--- config.mk ---
export PLATFORM = sky130hd
export DESIGN_NAME = uart_fifo
export DESIGN_NICKNAME = d
export VERILOG_FILES = /design/src/rtl/uart_fifo.sv
export SDC_FILE = /design/constraint.sdc
export NUM_CORES = 1
export LEC_CHECK = 0
export CAP_MARGIN = 15
export CORE_ASPECT_RATIO = 1.2
export CORE_MARGIN = 2
export CORE_UTILIZATION = 40
export CTS_BUF_LIST = sky130_fd_sc_hd__clkbuf_8 sky130_fd_sc_hd__clkbuf_16
export DETAILED_ROUTE_END_ITERATION = 10
export PLACE_DENSITY_LB_ADDON = 0.25
export SLEW_MARGIN = 15
export SYNTH_ARGS = -nofsm -noshare
export SYNTH_HDL_FRONTEND = slang
export SYNTH_HIERARCHICAL = 1
export SYNTH_SLANG_ARGS = --single-unit
--- constraint.sdc ---
create_clock -name clk -period 4.6 [get_ports clk]
set_input_delay 0.92 -clock clk [delete_from_list [all_inputs] [get_ports clk]]
set_output_delay 0.92 -clock clk [all_outputs]
set_load 0.05 [all_outputs]
--- src/rtl/uart_fifo.sv ---
// uart_fifo_buf / uart_fifo
//
// Purpose: memory-mapped UART peripheral. It has a runtime baud divisor,
// optional parity, and one or two TX stop bits. RX and TX each have a FIFO.
// It raises a level interrupt when RX data is available or when the
// transmitter has gone fully idle.
//
// uart_fifo ports:
//   clk        system clock
//   rst        asynchronous active-low reset
//   mem_we     bus write strobe (one cycle per access)
//   mem_re     bus read strobe (one cycle per access)
//   mem_addr   bus byte address; only exact BASE_ADDR+offset decodes
//   mem_wdata  bus write data
//   mem_rdata  bus read data, combinational, 0 unless a decoded read
//   uart_rx    serial input, asynchronous, idle high
//   uart_tx    serial output, idle high
//   irq        level interrupt
//
// Register map (offsets from BASE_ADDR):
//   0x00 RXDT  R    pops the RX FIFO (reads 0 when empty)
//   0x04 TXDT  W    pushes the TX FIFO
//   0x08 CTRL  RW   [0]rx_en [1]tx_en [2]par_en [3]par_odd [4]two_stop
//                   [5]ie_rx [6]ie_tx
//   0x0C STAT  R    [0]rx_nempty [1]tx_busy [2]tx_full [3]rx_full
//              W1C  [4]rx_overrun [5]parity_err [6]frame_err [7]tx_drop
//   0x10 BAUD  RW   [15:0], bit period = BAUD+1 clocks

// Small synchronous FIFO shared by both directions. A push into a full
// FIFO is accepted only when a pop happens in the same cycle.
module uart_fifo_buf #(
  parameter int WIDTH = 8,
  parameter int DEPTH = 8
) (
  input  logic             clk,
  input  logic             rst,
  input  logic             push,
  input  logic             pop,
  input  logic [WIDTH-1:0] wdata,
  output logic [WIDTH-1:0] rdata,
  output logic             full,
  output logic             empty
);
  localparam int AW = $clog2(DEPTH);
  localparam logic [AW-1:0] PTR_ONE  = 1;
  localparam logic [AW:0]   CNT_ONE  = 1;
  localparam logic [AW:0]   CNT_FULL = (AW+1)'(DEPTH);

  logic [WIDTH-1:0] mem [DEPTH];
  logic [AW-1:0]    wr_ptr;
  logic [AW-1:0]    rd_ptr;
  logic [AW:0]      count;
  logic             do_push;
  logic             do_pop;

  assign empty   = (count == '0);
  assign full    = (count == CNT_FULL);
  assign do_pop  = pop & ~empty;
  assign do_push = push & (~full | do_pop);
  assign rdata   = mem[rd_ptr];

  always_ff @(posedge clk) begin
    if (do_push) mem[wr_ptr] <= wdata;
  end

  // Pointers wrap naturally; a simultaneous push and pop leaves count alone.
  always_ff @(posedge clk or negedge rst) begin
    if (!rst) begin
      wr_ptr <= '0;
      rd_ptr <= '0;
      count  <= '0;
    end else begin
      if (do_push) wr_ptr <= wr_ptr + PTR_ONE;
      if (do_pop)  rd_ptr <= rd_ptr + PTR_ONE;
      case ({do_push, do_pop})
        2'b10:   count <= count + CNT_ONE;
        2'b01:   count <= count - CNT_ONE;
        default: count <= count;
      endcase
    end
  end
endmodule

module uart_fifo #(
  parameter logic [31:0] BASE_ADDR  = 32'hffff0020,
  parameter int          DATA_BITS  = 8,
  parameter int          FIFO_DEPTH = 8,
  parameter logic [15:0] BAUD_RST   = 16'd433
) (
  input  logic        clk,
  input  logic        rst,
  input  logic        mem_we,
  input  logic        mem_re,
  input  logic [31:0] mem_addr,
  input  logic [31:0] mem_wdata,
  output logic [31:0] mem_rdata,
  input  logic        uart_rx,
  output logic        uart_tx,
  output logic        irq
);
  localparam logic [2:0] LAST_BIT = 3'(DATA_BITS - 1);

  typedef enum logic [2:0] {
    TX_IDLE, TX_START, TX_DATA, TX_PARITY, TX_STOP1, TX_STOP2
  } tx_state_t;

  typedef enum logic [2:0] {
    RX_IDLE, RX_START, RX_DATA, RX_PARITY, RX_STOP
  } rx_state_t;

  // Address decode and register file
  logic sel_rxdt, sel_txdt, sel_ctrl, sel_stat, sel_baud;
  assign sel_rxdt = (mem_addr == BASE_ADDR);
  assign sel_txdt = (mem_addr == BASE_ADDR + 32'h4);
  assign sel_ctrl = (mem_addr == BASE_ADDR + 32'h8);
  assign sel_stat = (mem_addr == BASE_ADDR + 32'hC);
  assign sel_baud = (mem_addr == BASE_ADDR + 32'h10);

  logic [6:0]  ctrl;
  logic [15:0] baud;
  logic [3:0]  sticky;   // {tx_drop, frame_err, parity_err, rx_overrun}
  logic [7:0]  stat;

  logic rx_en, tx_en;
  assign rx_en = ctrl[0];
  assign tx_en = ctrl[1];

  logic unused_wdata;
  assign unused_wdata = ^mem_wdata[31:16];

  // FIFOs
  logic                 tx_push, tx_pop, tx_full, tx_empty;
  logic [DATA_BITS-1:0] tx_head;
  logic                 rx_push, rx_pop, rx_full, rx_empty;
  logic [DATA_BITS-1:0] rx_head;
  logic [DATA_BITS-1:0] rx_shift;

  assign tx_push = mem_we & sel_txdt;
  assign rx_pop  = mem_re & sel_rxdt & ~rx_empty;

  uart_fifo_buf #(.WIDTH(DATA_BITS), .DEPTH(FIFO_DEPTH)) u_tx_fifo (
    .clk(clk), .rst(rst), .push(tx_push), .pop(tx_pop),
    .wdata(mem_wdata[DATA_BITS-1:0]), .rdata(tx_head),
    .full(tx_full), .empty(tx_empty)
  );

  uart_fifo_buf #(.WIDTH(DATA_BITS), .DEPTH(FIFO_DEPTH)) u_rx_fifo (
    .clk(clk), .rst(rst), .push(rx_push), .pop(rx_pop),
    .wdata(rx_shift), .rdata(rx_head),
    .full(rx_full), .empty(rx_empty)
  );

  // Transmitter
  tx_state_t            tx_state;
  logic [15:0]          tx_cnt;
  logic [15:0]          tx_baud;
  logic [2:0]           tx_bit;
  logic [DATA_BITS-1:0] tx_shift;
  logic                 tx_par_en, tx_parity, tx_two_stop, tx_line;
  logic                 tx_tick, tx_frame_end, tx_start, tx_busy;

  assign tx_tick      = (tx_cnt == '0);
  assign tx_frame_end = tx_tick & (((tx_state == TX_STOP1) & ~tx_two_stop) |
                                   (tx_state == TX_STOP2));
  // A new frame may start from idle or straight out of the last stop bit,
  // which is what gives back-to-back frames with no idle gap.
  assign tx_start = tx_en & ~tx_empty & ((tx_state == TX_IDLE) | tx_frame_end);
  assign tx_pop   = tx_start;
  assign tx_busy  = (tx_state != TX_IDLE);
  assign uart_tx  = tx_line;

  // Baud and framing options are snapshotted at frame start so that bus
  // writes made mid-frame only affect the next frame.
  always_ff @(posedge clk or negedge rst) begin
    if (!rst) begin
      tx_state    <= TX_IDLE;
      tx_cnt      <= '0;
      tx_baud     <= '0;
      tx_bit      <= '0;
      tx_shift    <= '0;
      tx_par_en   <= 1'b0;
      tx_parity   <= 1'b0;
      tx_two_stop <= 1'b0;
      tx_line     <= 1'b1;
    end else if (tx_start) begin
      tx_state    <= TX_START;
      tx_line     <= 1'b0;
      tx_cnt      <= baud;
      tx_baud     <= baud;
      tx_bit      <= '0;
      tx_shift    <= tx_head;
      tx_par_en   <= ctrl[2];
      tx_parity   <= (^tx_head) ^ ctrl[3];
      tx_two_stop <= ctrl[4];
    end else if (tx_state == TX_IDLE) begin
      tx_line <= 1'b1;
    end else if (!tx_tick) begin
      tx_cnt <= tx_cnt - 16'd1;
    end else begin
      tx_cnt <= tx_baud;
      case (tx_state)
        TX_START: begin
          tx_state <= TX_DATA;
          tx_line  <= tx_shift[0];
        end
        TX_DATA: begin
          if (tx_bit == LAST_BIT) begin
            tx_state <= tx_par_en ? TX_PARITY : TX_STOP1;
            tx_line  <= tx_par_en ? tx_parity : 1'b1;
          end else begin
            tx_bit   <= tx_bit + 3'd1;
            tx_shift <= tx_shift >> 1;
            tx_line  <= tx_shift[1];
          end
        end
        TX_PARITY: begin
          tx_state <= TX_STOP1;
          tx_line  <= 1'b1;
        end
        TX_STOP1: begin
          tx_state <= tx_two_stop ? TX_STOP2 : TX_IDLE;
          tx_line  <= 1'b1;
        end
        default: begin
          tx_state <= TX_IDLE;
          tx_line  <= 1'b1;
        end
      endcase
    end
  end

  // Receiver
  logic [1:0]  rx_sync;
  logic        rx_prev, rx_s, rx_fall;
  rx_state_t   rx_state;
  logic [15:0] rx_cnt;
  logic [15:0] rx_baud;
  logic [2:0]  rx_bit;
  logic        rx_par_en, rx_par_odd, rx_par_bit;
  logic        rx_tick, rx_stop_sample;
  logic        frame_err_evt, parity_err_evt, rx_overrun_evt, tx_drop_evt;

  assign rx_s    = rx_sync[1];
  assign rx_fall = rx_prev & ~rx_s;
  assign rx_tick = (rx_cnt == '0);

  assign rx_stop_sample = rx_en & (rx_state == RX_STOP) & rx_tick;
  assign rx_push        = rx_stop_sample & rx_s;
  assign frame_err_evt  = rx_stop_sample & ~rx_s;
  assign parity_err_evt = rx_push & rx_par_en & ((^rx_shift) ^ rx_par_odd ^ rx_par_bit);
  assign rx_overrun_evt = rx_push & rx_full & ~rx_pop;
  assign tx_drop_evt    = tx_push & tx_full & ~tx_pop;

  // Synchroniser plus a delayed copy for start-edge detection.
  always_ff @(posedge clk or negedge rst) begin
    if (!rst) begin
      rx_sync <= 2'b11;
      rx_prev <= 1'b1;
    end else begin
      rx_sync <= {rx_sync[0], uart_rx};
      rx_prev <= rx_sync[1];
    end
  end

  // START waits half a bit to land mid-bit, then every later sample is one
  // full bit period on. Clearing rx_en drops any frame in progress.
  always_ff @(posedge clk or negedge rst) begin
    if (!rst) begin
      rx_state   <= RX_IDLE;
      rx_cnt     <= '0;
      rx_baud    <= '0;
      rx_bit     <= '0;
      rx_shift   <= '0;
      rx_par_en  <= 1'b0;
      rx_par_odd <= 1'b0;
      rx_par_bit <= 1'b0;
    end else if (!rx_en) begin
      rx_state <= RX_IDLE;
    end else if (rx_state == RX_IDLE) begin
      if (rx_fall) begin
        rx_state   <= RX_START;
        rx_cnt     <= baud >> 1;
        rx_baud    <= baud;
        rx_bit     <= '0;
        rx_par_en  <= ctrl[2];
        rx_par_odd <= ctrl[3];
      end
    end else if (!rx_tick) begin
      rx_cnt <= rx_cnt - 16'd1;
    end else begin
      rx_cnt <= rx_baud;
      case (rx_state)
        RX_START: rx_state <= rx_s ? RX_IDLE : RX_DATA;
        RX_DATA: begin
          rx_shift <= {rx_s, rx_shift[DATA_BITS-1:1]};
          if (rx_bit == LAST_BIT) rx_state <= rx_par_en ? RX_PARITY : RX_STOP;
          else                    rx_bit   <= rx_bit + 3'd1;
        end
        RX_PARITY: begin
          rx_par_bit <= rx_s;
          rx_state   <= RX_STOP;
        end
        default: rx_state <= RX_IDLE;
      endcase
    end
  end

  // Control registers and sticky status. A set event in the same cycle as a
  // W1C clear wins, so no error is ever silently lost.
  always_ff @(posedge clk or negedge rst) begin
    if (!rst) begin
      ctrl   <= '0;
      baud   <= BAUD_RST;
      sticky <= '0;
    end else begin
      if (mem_we & sel_ctrl) ctrl <= mem_wdata[6:0];
      if (mem_we & sel_baud) baud <= mem_wdata[15:0];
      sticky <= (sticky & ~((mem_we & sel_stat) ? mem_wdata[7:4] : 4'b0000)) |
                {tx_drop_evt, frame_err_evt, parity_err_evt, rx_overrun_evt};
    end
  end

  assign stat = {sticky, rx_full, tx_full, tx_busy, ~rx_empty};
  assign irq  = (ctrl[5] & ~rx_empty) | (ctrl[6] & tx_empty & ~tx_busy);

  always_comb begin
    mem_rdata = '0;
    if (mem_re) begin
      if (sel_rxdt && !rx_empty) mem_rdata[DATA_BITS-1:0] = rx_head;
      if (sel_ctrl)              mem_rdata[6:0]           = ctrl;
      if (sel_stat)              mem_rdata[7:0]           = stat;
      if (sel_baud)              mem_rdata[15:0]          = baud;
    end
  end
endmodule

==> flow_metrics.py <==
metrics = {
    "setup_path": {
        "path_class": "primary input to output port",
        "cp.required_ns": 3.68,
        "reg2reg_from": "tx_cnt[0]",
        "reg2reg_depth": 12,
        "setup.worst_path.start": "mem_addr[1]",
        "r2r_end": "u_tx_fifo/mem[4][2]",
        "reg2reg_slack_ns": 1.05,
        "critPathMaxStageDelay_ns": 0.56,
        "cp.arrival_ns": 3.25,
        "slowest_stage": "nor3_1",
        "crit_end": "mem_rdata[5]",
        "critPathLaunchType": "primary input",
        "crit_path_end_kind": "output port",
        "path_cells": "clkdlybuf4s50_1 > nor4b_1 > and4_1 > and2_1 > nand2_1 > nor3_1 > buf_12",
        "crit_fanout": 8,
    },
    "clocking": {
        "holdBufCountCts": 0,
        "path_clk_slew_ns": 0.06,
        "cts_max_path_buffers": 3,
        "cts_buffers": 28,
        "tritoncts": "done",
        "cts_setup_buffers": 0,
        "worstSkewPairLatency_ns": 0.56,
        "cts-root-buf": "clkbuf_16",
        "clock_sinks": 277,
        "h-tree-depth": 1,
        "cts_resized": 0,
    },
    "final_layout": {
        "fin_area_sq_um": 15700,
        "num-nets-final": 1220,
        "fin_cells": 1606,
        "drive_gt1_share_pct": 18.2,
        "antenna_cells": 0,
        "area_growth_pct": 17.5,
        "fill_cells": 3026,
    },
    "floorplanning": {
        "pin_count": 103,
        "row_count": 73,
        "die_w_um": 171,
        "core_area_sq_um": 33100,
        "die_h_um": 204,
        "dieArea_sq_um": 34900,
        "initial_core_util_pct": 40.4,
    },
    "global_routing": {
        "gr-usage-met3_pct": 2.15,
        "grt_overflow": 0,
        "grt_antenna_before_repair": 1,
        "grt_use_met2_pct": 29.6,
        "grt_max_degree": 81,
        "grt_pass1_vias": 8685,
        "track_usage_pct": 17.8,
        "grt_util_met1_pct": 24.5,
        "grt-busiest-layer": "met2",
        "grt_pass1_wl_um": 48500,
    },
    "sta": {
        "slew_violations": 0,
        "fmaxAchievable_mhz": 240,
        "rsz0062_at_grt": "no",
        "setup_viol_count_final": 0,
        "hold_viol_final": 0,
        "whs_ns": 0.358,
        "finalCriticalPeriod_ns": 4.17,
        "timing.setup.tns_ns": 0,
        "timing.slew.headroom_pct": 23.6,
        "max_slew.worst_pin.slew_ns": 1.14,
        "setup_ws_ns": 0.430,
        "fin_skew_ns": 0.0150,
        "min_period_over_period_pct": 90.6,
    },
    "place": {
        "io_buffers": 70,
        "place_area_sq_um": 14700,
        "gp_congestion": 0.867,
        "pre_cts_slack_ns": 0.207,
        "dp_cells": 1554,
        "dp_hpwl_um": 20300,
    },
    "logic_synthesis": {
        "ys_async_sr_fraction_pct": 53.8,
        "syn_inst": 1053,
        "synth_area_leaders": "edfxtp_1, dfrtp_1, mux2_2",
        "post_synth.cell_area_avg_sq_um": 12.7,
        "ys_seq_area_share_pct": 56.8,
        "syn-cell-area_sq_um": 13400,
        "synth_seq_cells": 277,
        "synth_enable_flop_cells": 128,
        "synth_top_flop_cell": "dfrtp_1",
        "synth_top_area_share_pct": 28.8,
        "yosys.area.top_type": "edfxtp_1",
        "yosysMostFrequentCell": "dfrtp_1",
        "yosys-top-cells-count": "dfrtp_1, edfxtp_1, nand2_1",
        "synth-warning-count": 6,
        "synth.distinct_cells": 85,
    },
    "detailed_routing": {
        "ant_nets": 0,
        "drt_wl_total_um": 30300,
        "drc_errors": 0,
        "wire_per_inst_um": 18.9,
        "avgViaCountPerCell": 5.39,
        "dr.pass1.iters": 5,
        "vias": 8649,
        "drt_iter0_markers": 570,
    },
    "status": {
        "status": "completed",
    },
    "power_and_ir_drop": {
        "vdd.ir_drop.worst_mv": 0.233,
        "p_leak_uw": 0.00659,
        "powerDensity_nw_per_um2": 325,
    },
    "min_path": {
        "min_path_type": "register to register",
    },
    "run": {
        "max_cap_violations": 0,
    },
}
-- layer usage --
layer	vias up	wire, um
met1	4335	13800
met5	-	0
met4	0	653
li1	4107	-
met2	166	14800
met3	41	1100
-- cells by family (layout without fill, tap and decap cells) --
group | count (synthesis) | after routing | share of synthesized area (%)
flip-flops | 277 | 277 | 56.8
adder cells (fa/ha/maj) | 17 | 17 | 1.70
AO/OA/AOI/OAI | 182 | 182 | 9.72
multiplexers | 119 | 119 | 13.0
buffers and inverters | 97 | 185 | 3.69
AND/OR/NAND/NOR | 323 | 323 | 12.7
other | 1 | 16 | 0.0281
XOR/XNOR | 37 | 37 | 2.43
-- state kept, by name, indices dropped and copies added (netlist names), 2 cells and up --
name,count
sticky,4
u_tx_fifo/wr_ptr,3
u_rx_fifo/mem,64
tx_cnt,16
ctrl,7
rx_bit,3
rx_baud,16
u_rx_fifo/rd_ptr,3
u_rx_fifo/wr_ptr,3
rx_sync,2
rx_shift,8
tx_bit,3
u_tx_fifo/mem,64
tx_shift,8
tx_baud,16
u_tx_fifo/count,4
tx_state,3
rx_cnt,16
baud,16
u_tx_fifo/rd_ptr,3
rx_state,3
u_rx_fifo/count,4
-- layout make-up --
type,instances,area [sq um],share of cell area [%]
inverters,29,109,0.693
clock buffers,32,756,4.81
flip-flops and latches,277,7580,48.3
repair buffers,104,1120,7.12
well taps,450,563,3.59
multi-input cells,694,5350,34.1
clock inverters,20,224,1.43
-- layout by cell type, fill, tap and decap left out, types with 14 or more instances in the layout --
| cell type | count |
|---|---|
| mux2_1 | 17 |
| clkdlybuf4s50_1 | 53 |
| mux2_2 | 54 |
| buf_12 | 16 |
| and2_1 | 14 |
| clkbuf_16 | 28 |
| mux4_2 | 20 |
| dfrtp_1 | 140 |
| ha_1 | 15 |
| xnor2_1 | 31 |
| conb_1 | 16 |
| nor2_1 | 54 |
| nand2_1 | 106 |
| a21oi_1 | 28 |
| nor3_1 | 33 |
| nand3_1 | 21 |
| edfxtp_1 | 128 |
| o21ai_0 | 28 |
| mux2i_1 | 14 |
| inv_1 | 33 |
| buf_4 | 34 |
-- worst min-delay path by stage --
stage / from / slack [ns] / end / cells after the start
after global placement: rx_sync[0] / 0.35 / rx_sync[1] / 0
after CTS: rx_sync[0] / 0.36 / rx_sync[1] / 0
after global routing: rx_sync[0] / 0.36 / rx_sync[1] / 0
after detailed placement: rx_sync[0] / 0.35 / rx_sync[1] / 0
final: rx_sync[0] / 0.36 / rx_sync[1] / 0
after floorplan: rx_sync[0] / 0.35 / rx_sync[1] / 0
-- through the flow --
| stage | power, uW | utilization [%] |
|---|---|---|
| after floorplan | 2690 | - |
| after global placement | 2770 | 44.5 |
| after detailed placement | 2770 | 44.5 |
| after CTS | 5170 | 47.5 |
| after global routing | 5260 | 47.5 |
| final | 5100 | 47.5 |
-- report_power, final --
part | internal, uW | switching (uW) | total [uW]
combinational | 47.2 | 86.8 | 134
clock | 1410 | 977 | 2380
sequential | 2590 | 1.17 | 2590
total | 4040 | 1070 | 5100
-- worst max-delay path, delay by kind of cell --
kind / cells / cell delay [ns]
buffers and inverters: 2 / 0.61
and+or+nand+nor: 5 / 1.70
Note: power is estimated with default switching activity, not from simulation.
